### src/rtl/bids_ctrl_n.sv
// bids_ctrl_n: N-bidder auction controller.
// The host control port loads balances, mask, bid cost and lockout timer, then locks the
// block with a key. Bidders bid, retract and raise during a round. At round end the block
// settles balances and reports the one-hot winner and the winning total.
// Optional feature macro: BIDS_LOCKOUT_EN (a bad-key Unlock locks the control port out
// for `timer` cycles). Without it a bad key only reports an error.
module bids_ctrl_n #(
    parameter int NUM_BIDDERS = 3,
    parameter int BID_W       = 16,
    parameter int BAL_W       = 32
) (
    input  logic                         clk,
    input  logic                         reset_n,
    input  logic [NUM_BIDDERS-1:0]       bid,
    input  logic [NUM_BIDDERS-1:0]       retract,
    input  logic [NUM_BIDDERS*BID_W-1:0] bidAmt,
    input  logic [31:0]                  C_data,
    input  logic [3:0]                   C_op,
    input  logic                         C_start,
    output logic [NUM_BIDDERS-1:0]       ack,
    output logic [2*NUM_BIDDERS-1:0]     bidErr,
    output logic [NUM_BIDDERS*BAL_W-1:0] balance,
    output logic [NUM_BIDDERS-1:0]       win,
    output logic                         ready,
    output logic [2:0]                   err,
    output logic                         roundOver,
    output logic [BAL_W-1:0]             maxBid
);
    localparam int SEL_W = $clog2(NUM_BIDDERS);

    localparam logic [3:0] OP_NOOP   = 4'd0;
    localparam logic [3:0] OP_UNLOCK = 4'd1;
    localparam logic [3:0] OP_LOCK   = 4'd2;
    localparam logic [3:0] OP_SELECT = 4'd3;
    localparam logic [3:0] OP_LOAD   = 4'd4;
    localparam logic [3:0] OP_MASK   = 4'd5;
    localparam logic [3:0] OP_TIMER  = 4'd6;
    localparam logic [3:0] OP_COST   = 4'd7;

    localparam logic [2:0] ERR_NONE  = 3'b000;
    localparam logic [2:0] ERR_KEY   = 3'b001;
    localparam logic [2:0] ERR_UNLK  = 3'b010;
    localparam logic [2:0] ERR_START = 3'b011;
    localparam logic [2:0] ERR_OP    = 3'b100;

`ifdef BIDS_LOCKOUT_EN
    typedef enum logic [2:0] {S_UNLOCKED = 3'd0, S_LOCKED = 3'd1, S_LOCKOUT = 3'd2,
                              S_ACTIVE = 3'd3, S_OVER = 3'd4} state_t;
`else
    typedef enum logic [2:0] {S_UNLOCKED = 3'd0, S_LOCKED = 3'd1,
                              S_ACTIVE = 3'd3, S_OVER = 3'd4} state_t;
`endif

    state_t                              state_q, state_d;
    logic [NUM_BIDDERS-1:0][BAL_W-1:0]   value_q, value_d;
    logic [NUM_BIDDERS-1:0][BAL_W-1:0]   total_q, total_d;
    logic [NUM_BIDDERS-1:0][BAL_W-1:0]   charge_q, charge_d;
    logic [NUM_BIDDERS-1:0]              mask_q, mask_d;
    logic [15:0]                         timer_q, timer_d;
    logic [31:0]                         key_q, key_d;
    logic [BAL_W-1:0]                    cost_q, cost_d;
    logic [SEL_W-1:0]                    sel_q, sel_d;
`ifdef BIDS_LOCKOUT_EN
    state_t                              ret_q, ret_d;
    logic [15:0]                         cnt_q, cnt_d;
`else
    // timer stays host-writable but has no consumer in this build
    logic                                unused_timer;
    assign unused_timer = ^timer_q;
`endif

    logic [NUM_BIDDERS-1:0]              ack_d, win_d;
    logic [2*NUM_BIDDERS-1:0]            bidErr_d;
    logic [2:0]                          err_d;
    logic                                ready_d, ro_d;
    logic [BAL_W-1:0]                    maxBid_d;

    logic [BAL_W-1:0]                    amt, avail, best_tot;
    logic [BAL_W:0]                      need;
    logic [SEL_W-1:0]                    best_idx;
    logic                                found;

    // Next-state, register-update and response logic for the whole controller
    always_comb begin
        state_d  = state_q;
        value_d  = value_q;
        total_d  = total_q;
        charge_d = charge_q;
        mask_d   = mask_q;
        timer_d  = timer_q;
        key_d    = key_q;
        cost_d   = cost_q;
        sel_d    = sel_q;
`ifdef BIDS_LOCKOUT_EN
        ret_d    = ret_q;
        cnt_d    = cnt_q;
`endif
        ack_d    = '0;
        bidErr_d = '0;
        err_d    = ERR_NONE;
        win_d    = win;
        maxBid_d = maxBid;
        ro_d     = roundOver;
        amt      = '0;
        avail    = '0;
        need     = '0;
        best_tot = '0;
        best_idx = '0;
        found    = 1'b0;

        // Requests outside a running round are refused; ACTIVE overrides below
        for (int i = 0; i < NUM_BIDDERS; i++) begin
            if (bid[i] | retract[i]) bidErr_d[2*i +: 2] = 2'b01;
        end

        case (state_q)
            S_UNLOCKED: begin
                if (C_start) begin
                    err_d = ERR_START;
                end else begin
                    case (C_op)
                        OP_NOOP:   ;
                        OP_UNLOCK: err_d = ERR_UNLK;
                        OP_LOCK: begin
                            key_d   = C_data;
                            state_d = S_LOCKED;
                        end
                        OP_SELECT: begin
                            if (C_data < 32'(NUM_BIDDERS)) sel_d = C_data[SEL_W-1:0];
                            else                           err_d = ERR_OP;
                        end
                        OP_LOAD:   value_d[sel_q] = BAL_W'(C_data);
                        OP_MASK:   mask_d  = C_data[NUM_BIDDERS-1:0];
                        OP_TIMER:  timer_d = C_data[15:0];
                        OP_COST:   cost_d  = BAL_W'(C_data);
                        default:   err_d   = ERR_OP;
                    endcase
                end
            end

            S_LOCKED, S_OVER: begin
                if (C_start) begin
                    state_d  = S_ACTIVE;
                    total_d  = '0;
                    charge_d = '0;
                    ro_d     = 1'b0;
                    win_d    = '0;
                    maxBid_d = '0;
                end else if (C_op == OP_NOOP) begin
                    state_d = state_q;
                end else if (C_op == OP_UNLOCK) begin
                    if (C_data == key_q) begin
                        // Leaving the round results behind: they no longer describe the block
                        state_d  = S_UNLOCKED;
                        ro_d     = 1'b0;
                        win_d    = '0;
                        maxBid_d = '0;
                    end else begin
                        err_d = ERR_KEY;
`ifdef BIDS_LOCKOUT_EN
                        ret_d   = state_q;
                        cnt_d   = timer_q;
                        state_d = S_LOCKOUT;
`endif
                    end
                end else begin
                    err_d = ERR_OP;
                end
            end

`ifdef BIDS_LOCKOUT_EN
            S_LOCKOUT: begin
                // Counter holds the remaining lockout cycles; 0 and 1 both mean "last one"
                if (cnt_q <= 16'd1) state_d = ret_q;
                else                cnt_d   = cnt_q - 16'd1;
            end
`endif

            S_ACTIVE: begin
                if (!C_start) begin
                    // Settle on the totals committed so far; strict '>' keeps the lowest
                    // index on ties and never elects a bidder whose total is zero
                    for (int i = 0; i < NUM_BIDDERS; i++) begin
                        if (total_q[i] > best_tot) begin
                            best_tot = total_q[i];
                            best_idx = SEL_W'(i);
                            found    = 1'b1;
                        end
                    end
                    win_d = '0;
                    if (found) win_d[best_idx] = 1'b1;
                    for (int i = 0; i < NUM_BIDDERS; i++) begin
                        value_d[i] = value_q[i] - charge_q[i] - (win_d[i] ? total_q[i] : '0);
                    end
                    maxBid_d = best_tot;
                    ro_d     = 1'b1;
                    state_d  = S_OVER;
                end else begin
                    for (int i = 0; i < NUM_BIDDERS; i++) begin
                        amt   = {{(BAL_W-BID_W){1'b0}}, bidAmt[i*BID_W +: BID_W]};
                        avail = value_q[i] - total_q[i] - charge_q[i];
                        need  = {1'b0, amt} + {1'b0, cost_q};
                        bidErr_d[2*i +: 2] = 2'b00;
                        if (bid[i] & retract[i]) begin
                            bidErr_d[2*i +: 2] = 2'b11;
                            err_d              = ERR_OP;
                        end else if ((bid[i] | retract[i]) & ~mask_q[i]) begin
                            bidErr_d[2*i +: 2] = 2'b11;
                        end else if (bid[i]) begin
                            if (need <= {1'b0, avail}) begin
                                total_d[i]  = total_q[i] + amt;
                                charge_d[i] = charge_q[i] + cost_q;
                                ack_d[i]    = 1'b1;
                            end else begin
                                bidErr_d[2*i +: 2] = 2'b10;
                            end
                        end else if (retract[i]) begin
                            if ((amt <= total_q[i]) && (cost_q <= avail)) begin
                                total_d[i]  = total_q[i] - amt;
                                charge_d[i] = charge_q[i] + cost_q;
                            end else begin
                                bidErr_d[2*i +: 2] = 2'b10;
                            end
                        end
                    end
                end
            end

            default: state_d = S_UNLOCKED;
        endcase

`ifdef BIDS_LOCKOUT_EN
        ready_d = (state_d != S_LOCKOUT);
`else
        ready_d = 1'b1;
`endif
    end

    // State and register file, with all outputs registered one cycle after their inputs
    always_ff @(posedge clk or negedge reset_n) begin
        if (!reset_n) begin
            state_q   <= S_UNLOCKED;
            value_q   <= '0;
            total_q   <= '0;
            charge_q  <= '0;
            mask_q    <= '1;
            timer_q   <= 16'd15;
            key_q     <= '0;
            cost_q    <= BAL_W'(1);
            sel_q     <= '0;
`ifdef BIDS_LOCKOUT_EN
            ret_q     <= S_LOCKED;
            cnt_q     <= '0;
`endif
            ack       <= '0;
            bidErr    <= '0;
            balance   <= '0;
            win       <= '0;
            ready     <= 1'b0;
            err       <= ERR_NONE;
            roundOver <= 1'b0;
            maxBid    <= '0;
        end else begin
            state_q   <= state_d;
            value_q   <= value_d;
            total_q   <= total_d;
            charge_q  <= charge_d;
            mask_q    <= mask_d;
            timer_q   <= timer_d;
            key_q     <= key_d;
            cost_q    <= cost_d;
            sel_q     <= sel_d;
`ifdef BIDS_LOCKOUT_EN
            ret_q     <= ret_d;
            cnt_q     <= cnt_d;
`endif
            ack       <= ack_d;
            bidErr    <= bidErr_d;
            balance   <= value_q;
            win       <= win_d;
            ready     <= ready_d;
            err       <= err_d;
            roundOver <= ro_d;
            maxBid    <= maxBid_d;
        end
    end
endmodule
### config.mk
export PLATFORM = sky130hd
export DESIGN_NAME = bids_ctrl_n
export DESIGN_NICKNAME = d
export VERILOG_FILES = /design/src/rtl/bids_ctrl_n.sv
export SDC_FILE = /design/constraint.sdc
export NUM_CORES = 2
export LEC_CHECK = 0
export CORE_ASPECT_RATIO = 0.6
export CORE_MARGIN = 10
export CORE_UTILIZATION = 25
export DETAILED_ROUTE_END_ITERATION = 12
export PLACE_DENSITY = 0.4
export SLEW_MARGIN = 20
export SYNTH_ARGS = -nofsm -noshare
export SYNTH_HDL_FRONTEND = slang
export SYNTH_SLANG_ARGS = --single-unit
### constraint.sdc
create_clock -name clk -period 7.9 [get_ports clk]
set_clock_uncertainty 0.15 [all_clocks]
set_input_delay 1.58 -clock clk [delete_from_list [all_inputs] [get_ports clk]]
set_output_delay 1.58 -clock clk [all_outputs]
set_load 0.01 [all_outputs]
==> impl_metrics.json <==
{
  "clkPwrFrac": 0.095,
  "swShare": 0.5088,
  "finalPower_mw": 36.28,
  "clk_latency_ps": 710,
  "first_global_vias": 46810,
  "synth_edf_count": 0,
  "die_w_um": 605.1,
  "synth.most_common_cell": "ha_1",
  "seq_area_frac_synth": 0.2462,
  "clk_pin_slew_ps": 70,
  "antenna_found_initial": 37,
  "start_util": 0.2523,
  "maxCapViolations": 0,
  "synthCells": 5856,
  "drc_errors": 0,
  "routed_via_density": 5.192,
  "ys_types": 96,
  "area_growth_pct": 30.10,
  "synth.area.mux_share": 0.01696,
  "synth_area_um2": 51350,
  "critPathKind": "reg2reg",
  "cellInternalPower_mw": 17.82,
  "ys_warn_count": 0,
  "cp.arrival_ps": 8980,
  "cellPowerDensity_nw_per_um2": 543.0,
  "fin_util": 0.3282,
  "grt_max_degree": 146,
  "cts-root-buf": "clkbuf_16",
  "violations": "negative setup slack",
  "hold_class": "reg2reg",
  "finalMaxSlewViolations": 0,
  "die-area_um2": 224500,
  "antenna_left": 0,
  "routedWlPerCell_um": 28.03,
  "die_h_um": 371.1,
  "ios": 238,
  "drt_iter0_markers": 5199,
  "synth_top_area_frac": 0.2442,
  "h-tree-depth": 3,
  "setup_ws_ps": -675.3,
  "final_cells": 9580,
  "nets": 7768,
  "critPathTopFamily": "compound AO/OA/AOI/OAI gates",
  "core_area_um2": 203600,
  "dp_hpwl_mm": 218.5,
  "synthFlopType": "dfrtp_1",
  "dr.pass1.iters": 6,
  "synth.avg_cell_area_um2": 8.769,
  "hold_viol_final": 0,
  "grt_usage": 0.2314,
  "rows": 128,
  "wl_mm": 268.5,
  "synth-simple-area-share": 0.1481,
  "seqPwrFrac": 0.111,
  "synth_xor_area_frac": 0.07744,
  "cts_buffers": 68,
  "synthTopCellsByArea": "dfrtp_1 24%, ha_1 17%, fa_1 7.7%",
  "setup_viol": 42,
  "power_frac_comb": 0.794,
  "relSlewSlack": 0.1574,
  "critical_path.max_stage_delay_ps": 550,
  "mappedNetlistNets": 6838,
  "cts_buffer_depth": 3,
  "rsz0062_at_grt": "true",
  "synth_compound_area_frac": 0.2184,
  "fin_crit_sh": 1.085,
  "crit_slowest_cell": "fa_1",
  "dp.cells": 9365,
  "vdd_ir_drop_max_uv": 740.6,
  "vias": 49740,
  "holdBufCountCts": 0,
  "post-synth-top-area-cell": "dfrtp_1",
  "place_congestion": 0.9625,
  "status": "complete, but fails checks",
  "drive_above_1_share": 0.1887,
  "cts_tree": "done",
  "leakage_nw": 30.14,
  "synthArstFlopShare": 1.000,
  "path_buf_inv": 11,
  "globalRouteOverflowTotal": 0,
  "switching_power_mw": 18.46,
  "crit_required_ps": 8310,
  "clock.fmax_mhz": 116.6,
  "synth_top_family_by_area": "adder cells",
  "endpoint_kind": "register",
  "ys_ff_latch": 505,
  "synthAdderAreaFrac": 0.2463,
  "startpoint_type": "register",
  "max_slew.worst_pin.slew_ps": 1253,
  "port_buffers": 237,
  "grt_pass1_wl_mm": 373.6,
  "fin_crit_ps": 8575,
  "cts.sinks": 505,
  "fill_cells": 21310,
  "worst-path-max-fanout": 6,
  "synth_common_cells": "691 x ha_1, 504 x a21oi_1, 501 x dfrtp_1"
}
## cell usage in the layout (no fill, tap or decap), types with 98 or more instances in the layout
master / count
fa_1: 193
dfrtp_1: 501
nor2_1: 338
xor2_1: 200
nand2_1: 458
xnor2_1: 249
a21oi_1: 453
nand3_1: 139
ha_1: 670
o21ai_0: 320
nand4_1: 98
clkdlybuf4s50_1: 233
buf_4: 766
inv_1: 409
a21o_1: 230
## area by class of cell
type / count / area, um2 / area share
Multi-Input combinational cell: 4741 / 37840 / 0.5664
Sequential cell: 505 / 12640 / 0.1892
Timing Repair Buffer: 1057 / 9024 / 0.1351
Tap cell: 2730 / 3416 / 0.05113
Clock buffer: 87 / 1854 / 0.02776
Inverter: 413 / 1550 / 0.02321
Clock inverter: 32 / 441.7 / 0.006611
Antenna cell: 15 / 37.54 / 0.0005619
## registers in the layout, summed over array words and instances (netlist names), 6 cells and up
| signal | flops |
|---|---|
| balance | 96 |
| value_q | 96 |
| cost_q | 32 |
| key_q | 32 |
| maxBid | 32 |
| total_q | 96 |
| charge_q | 96 |
| bidErr | 6 |
## cells by family (layout without fill, tap and decap cells)
group	Yosys count	in the layout
buffers and inverters	610	1589
other	1	16
adders and majority gates	893	893
and+or+nand+nor	1571	1571
xor gates and xnor gates	454	454
AOI/OAI and AO/OA	1744	1744
muxes	78	78
DFF	505	505
## final timing paths
kind	start	to	slack [ps]	cells past startpoint
setup reg to reg	total_q[7]	value_q[28]	-680	42
hold / removal	roundOver	roundOver	330	2
hold reg to reg	roundOver	roundOver	330	2
setup / recovery	total_q[7]	value_q[28]	-680	42
min in group asynchronous	reset_n	balance[3]	720	1
max in group asynchronous	reset_n	charge_q[48]	5290	2
## stage by stage
stage          worst slack (ps)  area [um2]  setup TNS, ps  hold slack, ps
6_report                 -675.3       66800         -11920           332.5
3_5_place_dp              -1560       62190        -113560           325.0
4_1_cts                  -563.8       65980          -9623           340.8
5_1_grt                  -920.1       66770         -24450           364.4
3_3_place_gp              -1547       62170        -102800           318.7
2_1_floorplan             5.378       51360              0           242.0
## worst reg2reg max path: cells and delay by family, from the launching register on
| family | cells | cell delay [ps] |
|---|---|---|
| compound gates | 17 | 3250 |
| fa+ha+maj | 5 | 1570 |
| buf+inv | 11 | 1520 |
| simple gates | 8 | 1440 |
| xor+xnor | 1 | 130 |
| flops | 1 | 390 |
## repair_timing
item                       CTS  global route
gates resized for setup    219           139
pin swaps                  131           107
setup endpoints to repair  100           263
setup buffers               59            29
gates cloned                 3             1
## per-layer routing
metal,routed length (um),global-route usage,up-vias
li1,-,-,22980
met1,136700,0.3654,24630
met2,102600,0.3128,1890
met3,23670,0.05282,228
met4,5410,0.04443,14
met5,90,0,-
## power groups by stage
stage	Combinational [mW]	Sequential [mW]	Clock [mW]
final	28.8	4.02	3.44
after global routing	30.9	4.08	3.62
after CTS	27.0	4.03	3.53
after detailed placement	23.2	4.08	0
after global placement	23.1	4.08	0
after floorplan	12.9	3.71	0
Note: power is estimated with default switching activity, not from simulation.
